File: src/rtl/ct_had_pcfifo_ctrl_pkg.sv
// Shared HAD PC-trace definitions: trace state encoding and FIFO sizing.
package ct_had_pcfifo_ctrl_pkg;

  localparam int HAD_POST_CNT_W = 8;
  localparam int HAD_DEPTH      = 16;
  localparam int HAD_RD_CNT_W   = 5;

  typedef enum logic [1:0] {
    ST_DIS  = 2'b00,
    ST_REC  = 2'b01,
    ST_POST = 2'b10,
    ST_FROZ = 2'b11
  } trace_state_e;

  // The debugger may only pop the FIFO while nothing is being recorded.
  function automatic logic st_rd_allowed(input trace_state_e st);
    return (st == ST_DIS) || (st == ST_FROZ);
  endfunction

endpackage

File: src/rtl/ct_had_pcfifo_rdpipe.sv
// Debugger read path: request -> registered pop strobe -> data-valid strobe,
// with outstanding-read tracking, sticky reject flag and saturating read count.
module ct_had_pcfifo_rdpipe
  import ct_had_pcfifo_ctrl_pkg::*;
#(
  parameter int DEPTH = HAD_DEPTH
) (
  input  logic                    cpuclk,
  input  logic                    cpurst_b,
  input  logic                    rd_req,
  input  logic                    rd_state_ok,
  input  logic                    flush,
  input  logic                    resume,
  output logic                    ren,
  output logic                    rd_vld,
  output logic                    rd_err,
  output logic [HAD_RD_CNT_W-1:0] rd_cnt
);

  localparam logic [HAD_RD_CNT_W-1:0] CNT_MAX = HAD_RD_CNT_W'(DEPTH);

  logic                    ren_q;
  logic                    vld_q;
  logic                    err_q;
  logic [HAD_RD_CNT_W-1:0] cnt_q;
  logic                    accept;
  logic                    reject;

  // A read sits in its pop cycle (ren_q) while outstanding; a flush cycle
  // silently swallows any request because the trace is being torn down.
  assign accept = rd_req & rd_state_ok & ~ren_q & ~flush;
  assign reject = rd_req & ~flush & ~accept;

  // Pop strobe and data-valid strobe; a flush kills the valid of an in-flight read.
  always_ff @(posedge cpuclk or negedge cpurst_b) begin
    if (!cpurst_b) begin
      ren_q <= 1'b0;
      vld_q <= 1'b0;
    end else begin
      ren_q <= accept;
      vld_q <= ren_q & ~flush;
    end
  end

  // Sticky error: a rejection in the same cycle as resume still leaves it set.
  always_ff @(posedge cpuclk or negedge cpurst_b) begin
    if (!cpurst_b) begin
      err_q <= 1'b0;
    end else if (reject) begin
      err_q <= 1'b1;
    end else if (resume) begin
      err_q <= 1'b0;
    end
  end

  // Reads since last freeze, counted on the pop cycle and saturating at DEPTH.
  always_ff @(posedge cpuclk or negedge cpurst_b) begin
    if (!cpurst_b) begin
      cnt_q <= '0;
    end else if (resume) begin
      cnt_q <= '0;
    end else if (ren_q && (cnt_q != CNT_MAX)) begin
      cnt_q <= cnt_q + 1'b1;
    end
  end

  assign ren    = ren_q;
  assign rd_vld = vld_q;
  assign rd_err = err_q;
  assign rd_cnt = cnt_q;

endmodule

File: src/rtl/ct_had_pcfifo_ctrl.sv
// PC-trace control ahead of the HAD PC FIFO: trace-mode FSM with post-trigger
// countdown, record enable generation, and the debugger read pipeline.
module ct_had_pcfifo_ctrl
  import ct_had_pcfifo_ctrl_pkg::*;
#(
  parameter int POST_CNT_W = HAD_POST_CNT_W,
  parameter int DEPTH      = HAD_DEPTH
) (
  input  logic                    cpuclk,
  input  logic                    cpurst_b,
  input  logic                    regs_pcfifo_en,
  input  logic [POST_CNT_W-1:0]   regs_pcfifo_post_cnt,
  input  logic                    regs_pcfifo_resume,
  input  logic                    regs_pcfifo_rd_req,
  input  logic                    had_trig_hit,
  input  logic                    had_dbg_mode,
  input  logic [3:0]              rtu_had_xx_pcfifo_inst_chgflow,
  output logic                    ctrl_pcfifo_wen,
  output logic                    ctrl_pcfifo_ren,
  output logic                    ctrl_regs_rd_vld,
  output logic                    ctrl_regs_rd_err,
  output logic [1:0]              ctrl_regs_state,
  output logic [HAD_RD_CNT_W-1:0] ctrl_regs_rd_cnt
);

  trace_state_e          state_q;
  logic [POST_CNT_W-1:0] post_cnt_q;
  logic                  recording;
  logic                  flush;
  logic                  resume_eff;

  assign recording  = (state_q == ST_REC) || (state_q == ST_POST);
  // The FIFO flops wen together with chgflow, so it is left combinational.
  assign ctrl_pcfifo_wen = recording & ~had_dbg_mode & (|rtu_had_xx_pcfifo_inst_chgflow);
  assign flush      = ~regs_pcfifo_en & (state_q != ST_DIS);
  assign resume_eff = regs_pcfifo_en & (state_q == ST_FROZ) & regs_pcfifo_resume;

  // Trace-mode FSM and post-trigger write countdown; disable overrides everything.
  always_ff @(posedge cpuclk or negedge cpurst_b) begin
    if (!cpurst_b) begin
      state_q    <= ST_DIS;
      post_cnt_q <= '0;
    end else if (!regs_pcfifo_en) begin
      state_q    <= ST_DIS;
    end else begin
      case (state_q)
        ST_DIS: begin
          state_q <= ST_REC;
        end
        ST_REC: begin
          if (had_dbg_mode) begin
            state_q <= ST_FROZ;
          end else if (had_trig_hit) begin
            if (regs_pcfifo_post_cnt == '0) begin
              state_q <= ST_FROZ;
            end else begin
              state_q    <= ST_POST;
              post_cnt_q <= regs_pcfifo_post_cnt;
            end
          end
        end
        ST_POST: begin
          if (had_dbg_mode) begin
            state_q <= ST_FROZ;
          end else if (ctrl_pcfifo_wen) begin
            post_cnt_q <= post_cnt_q - 1'b1;
            if (post_cnt_q == POST_CNT_W'(1)) begin
              state_q <= ST_FROZ;
            end
          end
        end
        ST_FROZ: begin
          if (regs_pcfifo_resume) begin
            state_q <= ST_REC;
          end
        end
        default: begin
          state_q <= ST_DIS;
        end
      endcase
    end
  end

  assign ctrl_regs_state = state_q;

  ct_had_pcfifo_rdpipe #(
    .DEPTH (DEPTH)
  ) u_rdpipe (
    .cpuclk      (cpuclk),
    .cpurst_b    (cpurst_b),
    .rd_req      (regs_pcfifo_rd_req),
    .rd_state_ok (st_rd_allowed(state_q) & ~resume_eff),
    .flush       (flush),
    .resume      (resume_eff),
    .ren         (ctrl_pcfifo_ren),
    .rd_vld      (ctrl_regs_rd_vld),
    .rd_err      (ctrl_regs_rd_err),
    .rd_cnt      (ctrl_regs_rd_cnt)
  );

endmodule

File: config.mk
export PLATFORM = sky130hd
export DESIGN_NAME = ct_had_pcfifo_ctrl
export DESIGN_NICKNAME = d
export VERILOG_FILES = /design/src/rtl/ct_had_pcfifo_ctrl_pkg.sv /design/src/rtl/ct_had_pcfifo_rdpipe.sv /design/src/rtl/ct_had_pcfifo_ctrl.sv
export SDC_FILE = /design/constraint.sdc
export NUM_CORES = 1
export LEC_CHECK = 0
export BUFFER_PORTS_ARGS = -buffer_cell sky130_fd_sc_hd__buf_2
export CELL_PAD_IN_SITES_DETAIL_PLACEMENT = 0
export CELL_PAD_IN_SITES_GLOBAL_PLACEMENT = 1
export CORE_MARGIN = 10
export CORE_UTILIZATION = 43
export DETAILED_ROUTE_END_ITERATION = 16
export PLACE_DENSITY_LB_ADDON = 0.25
export REMOVE_ABC_BUFFERS = 1
export SLEW_MARGIN = 30
export SYNTH_ARGS = -nofsm -noshare
export SYNTH_HDL_FRONTEND = slang
export SYNTH_SLANG_ARGS = --single-unit
File: constraint.sdc
create_clock -name cpuclk -period 4.1 [get_ports cpuclk]
set_input_delay 0.615 -clock cpuclk [delete_from_list [all_inputs] [get_ports cpuclk]]
set_output_delay 0.615 -clock cpuclk [all_outputs]
set_load 0.03 [all_outputs]
==> flow_metrics.env, run 1 <==
export IMPL_p_leak_nw=0.625
export IMPL_clkSinkCount=18
export IMPL_ctsHoldBuffers=0
export IMPL_htree_levels=1
export IMPL_maxSlewViolCount=0
export IMPL_fmax_mhz=416
export IMPL_p_comb_share_pct=52.6
export IMPL_die_h_um=73.2
export IMPL_synthCells=124
export IMPL_critPathKind="register to register"
export IMPL_io_buffers=29
export IMPL_drt_iter0_markers=28
export IMPL_netlist_area_mm2=0.00122
export IMPL_routedWlPerCell_um=16.7
export IMPL_fill_cells=259
export IMPL_rsz0062_at_grt="false"
export IMPL_synth_top_cell_area_share_pct=37.0
export IMPL_via_per_inst=5.93
export IMPL_outcome="finished clean"
export IMPL_dr_total_vias=1091
export IMPL_syn_avg_cell_area_um2=9.81
export IMPL_ff_latch_area_um2=450
export IMPL_cts_buffers=3
export IMPL_crit_path_start_kind="register"
export IMPL_drtPass1Iterations=4
export IMPL_worst_hold_slack_ns=0.222
export IMPL_synth_simple_area_share_pct=18.8
export IMPL_worstPathArrival_ns=2.64
export IMPL_synth_top_cell_by_area="dfrtp_1"
export IMPL_max_cap_viol_count=0
export IMPL_crit_buf_inv=1
export IMPL_initial_core_util_pct=44.5
export IMPL_drive_above_1_share_pct=24.8
export IMPL_swShare_pct=48.2
export IMPL_ys_warn_count=0
export IMPL_clock_latency_ns=0.31
export IMPL_fin_ws_ns=1.70
export IMPL_reg2regPathDepth=6
export IMPL_grt_remaining_overflow=0
export IMPL_r2r_start="ctrl_regs_state[0]"
export IMPL_diodes=0
export IMPL_cts_buffer_depth=2
export IMPL_multiInputGateArea_um2=707
export IMPL_cp_max_fo=25
export IMPL_cts_resized=0
export IMPL_nNetsFinal=181
export IMPL_ant_nets=0
export IMPL_final_core_util_pct=51.9
export IMPL_startpoint="ctrl_regs_state[0]"
export IMPL_hpwl_mm=2.42
export IMPL_final_cell_mix="29 x buf_2, 18 x dfrtp_1, 11 x inv_1, 10 x nor2_1, 8 x ha_1"
export IMPL_grtUsageTotal_pct=12.0
export IMPL_path_cells="inv_1 -> ha_1 -> nand2_1 -> o32a_1 -> a2111oi_1 -> a2bb2oi_1"
export IMPL_routed_wl_mm=3.07
export IMPL_place_ws_ns=1.70
export IMPL_setup_viol=0
export IMPL_synth_area_top_cells="dfrtp_1 37%, ha_1 8.2%, a2111oi_1 4.9%"
export IMPL_hold_viol_final=0
export IMPL_synthXorXnorAreaFrac_pct=2.88
export IMPL_setup_tns_ns=0
export IMPL_relSlewSlack_pct=48.2
export IMPL_hold_class="input pin to async pin"
export IMPL_drc=0
export IMPL_fp_dieW_um=73.2
export IMPL_timing_final_crit_period_ns=2.40
export IMPL_die_area_mm2=0.00536
export IMPL_synth_adder_area_share_pct=8.23
export IMPL_p_sw_uw=475
export IMPL_fin_crit_sh_pct=58.6
export IMPL_final_common_cell="buf_2"
export IMPL_cpMaxStageDelayCell="ha_1"
export IMPL_syn2layout_area_growth_pct=16.7
export IMPL_peakVddDrop_mv=0.370
export IMPL_seq_area_frac_synth_pct=37.0
export IMPL_synth_cell_types=41
export IMPL_rows=19
export IMPL_ios=30
export IMPL_powerDensity_mw_per_mm2=695
export IMPL_worst_pin_slew_ns=0.776
export IMPL_cp_slowest_stage_delay_ns=0.66
export IMPL_seq_power_share_pct=35.7
export IMPL_synth_compound_area_share_pct=24.9
export IMPL_critPathCapture="post_cnt_q[2]"
export IMPL_grt_max_degree=26
export IMPL_r2r_slack_ns=1.70
export IMPL_internal_power_uw=511
export IMPL_coreArea_mm2=0.00273
export IMPL_end_kind="register"
export IMPL_place_congestion=0.790
export IMPL_clock_skew_ns=0.0114
export IMPL_r2r_end="post_cnt_q[2]"
export IMPL_worstPathRequired_ns=4.34
export IMPL_grt_pass1_vias=1109
export IMPL_critPathTopFamily="compound AO/OA/AOI/OAI gates"
export IMPL_grt_pass1_wl_mm=5.17
export IMPL_grt_antenna_before_repair=0
export IMPL_synth_top_family_by_area="compound AO/OA/AOI/OAI gates"
export IMPL_clock_root_buffer="clkbuf_4"
export IMPL_path_depth=6
export IMPL_synth_mux_area_share_pct=3.29
export IMPL_cts_tree="done"
export IMPL_cts_setup_buffers=0
export IMPL_ys_ff_latch=18
export IMPL_clk_pin_slew_ns=0.12
export IMPL_power_share_clock_pct=11.7
flip-flops by register name (all words and copies together), names as in the netlist:
register         flops
u_rdpipe.rd_cnt      5
post_cnt_q           8
u_rdpipe.ren         1
u_rdpipe.rd_err      1
ctrl_regs_state      2
u_rdpipe.rd_vld      1
cells by family (layout without fill, tap and decap cells):
family          Yosys count  in the layout
mux                       4              4
fa+ha+maj                 8              8
flops                    18             18
simple gates             41             41
buf+inv                  15             44
xor+xnor                  4              4
compound gates           34             34
layout make-up:
type | instances | area share, %
tap | 31 | 2.73
timing repair buffer | 29 | 10.2
multi-input combinational | 91 | 49.8
sequential | 18 | 31.7
clock buffer | 4 | 2.56
inverter | 11 | 2.91
through the flow:
stage,std cells,power (mW),area [um2]
after floorplan,120,0.724,1200
after global placement,180,0.863,1380
after detailed placement,180,0.878,1380
after CTS,184,0.993,1420
after global routing,184,1.07,1420
final,184,0.986,1420
synth_stat cells:
library cell	count
dfrtp_1	18
inv_1	11
nor2_1	10
ha_1	8
nand2_1	7
a2111oi_1	6
mux2i_1	4
o21ai_0	4
o22a_1	4
a31oi_1	3
nand3_1	3
nand4_1	3
nor3_1	3
nor4_1	3
xor2_1	3
a21boi_0	2
a2bb2oi_1	2
a41oi_1	2
buf_2	2
clkbuf_1	2
nor2b_1	2
o22ai_1	2
or4_4	2
a2111o_1	1
a211o_4	1
a211oi_4	1
a21oi_1	1
and2_1	1
and2b_1	1
and3_1	1
nand2b_1	1
nand4b_1	1
nand4bb_1	1
nor3b_1	1
o211a_1	1
o21a_1	1
o21ai_4	1
o31a_1	1
o32a_1	1
or3b_1	1
xnor2_1	1
power by group through the flow:
| stage | clock [mW] | combinational, mW | sequential, mW |
|---|---|---|---|
| 3_3_place_gp | 0 | 0.513 | 0.350 |
| 3_5_place_dp | 0 | 0.522 | 0.356 |
| 2_1_floorplan | 0 | 0.307 | 0.417 |
| 6_report | 0.115 | 0.519 | 0.352 |
| 4_1_cts | 0.117 | 0.523 | 0.353 |
| 5_1_grt | 0.123 | 0.579 | 0.368 |
layer usage:
metal / up-vias / GRT usage, % / part of all wire (%)
li1: 526 / - / -
met1: 533 / 13.0 / 40
met2: 26 / 20.3 / 51
met3: 6 / 3.54 / 7.1
met4: 0 / 6.33 / 2.3
met5: - / 0 / 0
how the worst min path moves through the flow:
stage | start | end | cells after the start
floorplan | cpurst_b | ctrl_regs_state[0] | 0
global placement | u_rdpipe.rd_err | u_rdpipe.rd_err | 2
detailed placement | post_cnt_q[6] | post_cnt_q[6] | 1
CTS | cpurst_b | post_cnt_q[7] | 1
global route | cpurst_b | post_cnt_q[7] | 1
finish | cpurst_b | post_cnt_q[7] | 1
(Power assumes the default switching activity.)
==> run 2: changes to the inputs <==
--- a/config.mk
+++ b/config.mk
@@ -5,11 +5,12 @@
 export SDC_FILE = /design/constraint.sdc
 export NUM_CORES = 1
 export LEC_CHECK = 0
+export ABC_AREA = 1
 export BUFFER_PORTS_ARGS = -buffer_cell sky130_fd_sc_hd__buf_2
 export CELL_PAD_IN_SITES_DETAIL_PLACEMENT = 0
 export CELL_PAD_IN_SITES_GLOBAL_PLACEMENT = 1
 export CORE_MARGIN = 10
-export CORE_UTILIZATION = 43
+export CORE_UTILIZATION = 33
 export DETAILED_ROUTE_END_ITERATION = 16
 export PLACE_DENSITY_LB_ADDON = 0.25
 export REMOVE_ABC_BUFFERS = 1
==> constraint.sdc (replaced) <==
create_clock -name cpuclk -period 2 [get_ports cpuclk]
set_input_delay 0.3 -clock cpuclk [delete_from_list [all_inputs] [get_ports cpuclk]]
set_output_delay 0.3 -clock cpuclk [all_outputs]
set_load 0.03 [all_outputs]
==> run 2 against run 1 <==
Global-route usage decreased by 2.0 points; routed wire length rose by 2.2%; non-clock buffer count up 1; power grew 110%; critical path type is now register to primary output; synthesized area is 4.1% higher; sequential share of layout area is 1.9 points lower; setup slack lost 1.6 ns.
==> flow_metrics.env, run 2 <==
export IMPL_final_common_cell="nand2_1"
export IMPL_seq_area_frac_synth_pct=35.6
export IMPL_worst_pin_slew_ns=0.398
export IMPL_synth_top_cell_area_share_pct=35.6
export IMPL_grtUsageTotal_pct=9.96
export IMPL_ys_warn_count=0
export IMPL_worstPathRequired_ns=1.70
export IMPL_ys_top_cells_by_count="61 x nand2_1, 24 x inv_1, 19 x nor2_1, 18 x dfrtp_1, 18 x nand3_1"
export IMPL_peakVddDrop_mv=0.472
export IMPL_initial_core_util_pct=34.3
export IMPL_clock_latency_ns=0.25
export IMPL_hpwl_mm=2.61
export IMPL_drtPass1Iterations=4
export IMPL_async_reset_ff_share_pct=100
export IMPL_max_cap_viol_count=0
export IMPL_synth_cell_types=25
export IMPL_met1_length_mm=1.42
export IMPL_worst_hold_slack_ns=0.366
export IMPL_ios=30
export IMPL_clock_root_buffer="clkbuf_8"
export IMPL_final_cell_mix="61 x nand2_1, 28 x buf_2, 24 x inv_1, 19 x nor2_1, 18 x nand3_1"
export IMPL_top_register="post_cnt_q"
export IMPL_routed_wl_mm=3.14
export IMPL_io_buffers=29
export IMPL_place_ws_ns=0.218
export IMPL_synthMostInstantiatedCell="nand2_1"
export IMPL_route_met3_wl_um=79
export IMPL_final_core_util_pct=41.1
export IMPL_die_h_um=81.9
export IMPL_highest_layer="met4"
export IMPL_timing_final_crit_period_ns=1.91
export IMPL_ys_ff_latch=18
export IMPL_cts_buffers=3
export IMPL_worstPathArrival_ns=1.61
export IMPL_end_kind="primary output"
export IMPL_syn_avg_cell_area_um2=6.84
export IMPL_setup_viol=0
export IMPL_routedWlPerCell_um=11.9
export IMPL_clk_pin_slew_ns=0.06
export IMPL_cp_slowest_stage_delay_ns=0.40
export IMPL_rsz0062_at_grt="true"
export IMPL_via_per_inst=4.58
export IMPL_grt_max_degree=19
export IMPL_place_congestion=0.818
export IMPL_diodes=0
export IMPL_netlist_area_mm2=0.00127
export IMPL_critPathKind="register to primary output"
export IMPL_crit_path_start_kind="register"
export IMPL_path_cells="inv_1 -> ha_1 -> nand2_1 -> a21oi_1 -> clkbuf_4"
export IMPL_cts_buffer_depth=2
export IMPL_die_area_mm2=0.00671
export IMPL_cts_setup_buffers=0
export IMPL_grt_remaining_overflow=0
export IMPL_maxSlewViolCount=0
export IMPL_relSlewSlack_pct=73.4
export IMPL_fin_crit_sh_pct=95.5
export IMPL_htree_levels=1
export IMPL_ant_nets=0
export IMPL_grt_antenna_before_repair=0
export IMPL_grt_pass1_wl_mm=5.41
export IMPL_largest_register_ffs=8
export IMPL_fmax_mhz=524
export IMPL_grt_pass1_vias=1206
export IMPL_multiInputGateArea_um2=703
export IMPL_cp_max_fo=4
export IMPL_synth_area_top_cells="dfrtp_1 36%, nand2_1 18%, ha_1 7.9%"
export IMPL_fp_dieW_um=81.9
export IMPL_nNetsFinal=245
export IMPL_powerDensity_mw_per_mm2=1370
export IMPL_syn2layout_area_growth_pct=19.7
export IMPL_hold_class="input pin to register"
export IMPL_hold_viol_final=0
export IMPL_rows=22
export IMPL_synth_main_ff_cell="dfrtp_1"
export IMPL_fin_ws_ns=0.0902
export IMPL_clock_skew_ns=0.00110
export IMPL_synth_top_cell_by_area="dfrtp_1"
export IMPL_wl_met2_mm=1.62
export IMPL_cpMaxStageDelayCell="dfrtp_1"
export IMPL_drt_iter0_markers=75
export IMPL_fill_cells=431
export IMPL_coreArea_mm2=0.00369
export IMPL_outcome="finished clean"
export IMPL_dr_total_vias=1210
export IMPL_power_mw=2.08
export IMPL_p_leak_nw=0.828
export IMPL_synth_edff_count=0
export IMPL_drc=0
export IMPL_ff_latch_area_um2=452
export IMPL_drive_above_1_share_pct=19.9
export IMPL_synthCells=185
export IMPL_clkSinkCount=18
export IMPL_cts_tree="done"
## run 2: through the flow
stage / TNS [ns] / instances / instance area [um2]
after floorplan: -0.255 / 183 / 1250
after CTS: 0 / 264 / 1510
after global routing: -0.0146 / 264 / 1520
after global placement: 0 / 260 / 1460
after detailed placement: 0 / 260 / 1460
final: 0 / 264 / 1520
## run 2: what timing repair did
item                                    CTS  global route
endpoints found under the hold margin    18             0
resized for setup                         0             2
endpoints found under the setup margin    0             1
hold buffers                              1             0
## run 2: final timing paths
path,startpoint,endpoint,slack [ns],cells after the start
hold / removal,regs_pcfifo_en,ctrl_regs_state[0],0.37,3
max in group asynchronous,cpurst_b,ctrl_regs_state[0],1.18,2
hold reg to reg,post_cnt_q[1],post_cnt_q[1],0.48,2
setup reg to reg,ctrl_regs_state[0],post_cnt_q[4],0.20,8
setup / recovery,ctrl_regs_state[1],ctrl_pcfifo_wen,0.09,5
min in group asynchronous,cpurst_b,post_cnt_q[7],0.51,2
## run 2: layer usage
metal	vias up	global-route usage, %
met5	-	0
met4	0	2.04
met3	4	2.40
met2	18	17.9
met1	545	11.7
li1	643	-
## run 2: area by class of cell
type,instances,share of cell area [%]
flip-flops and latches,18,29.8
multi-input cells,138,46.4
repair buffers,30,10.4
inverters,27,6.69
clock buffers,3,2.73
well taps,48,3.96
## run 2: where the power goes
| part | switching [mW] | internal [mW] |
|---|---|---|
| registers | 0.158 | 0.518 |
| clock network | 0.111 | 0.134 |
| logic | 0.777 | 0.385 |
## run 2: cell families after synthesis
| logic type | Yosys count | synth area share [%] |
|---|---|---|
| AO/OA/AOI/OAI | 21 | 9.88 |
| XOR/XNOR | 2 | 1.38 |
| adder cells (fa/ha/maj) | 8 | 7.91 |
| buffers and inverters | 29 | 8.89 |
| flip-flops | 18 | 35.6 |
| AND/OR/NAND/NOR | 107 | 36.4 |
## run 2: worst max-delay path: cells and delay by family (launching register included)
family	cells	cell delay, ns
AO/OA/AOI/OAI	1	0.17
adder cells (fa/ha/maj)	1	0.37
buffers and inverters	2	0.33
flip-flops	1	0.40
AND/OR/NAND/NOR	1	0.09
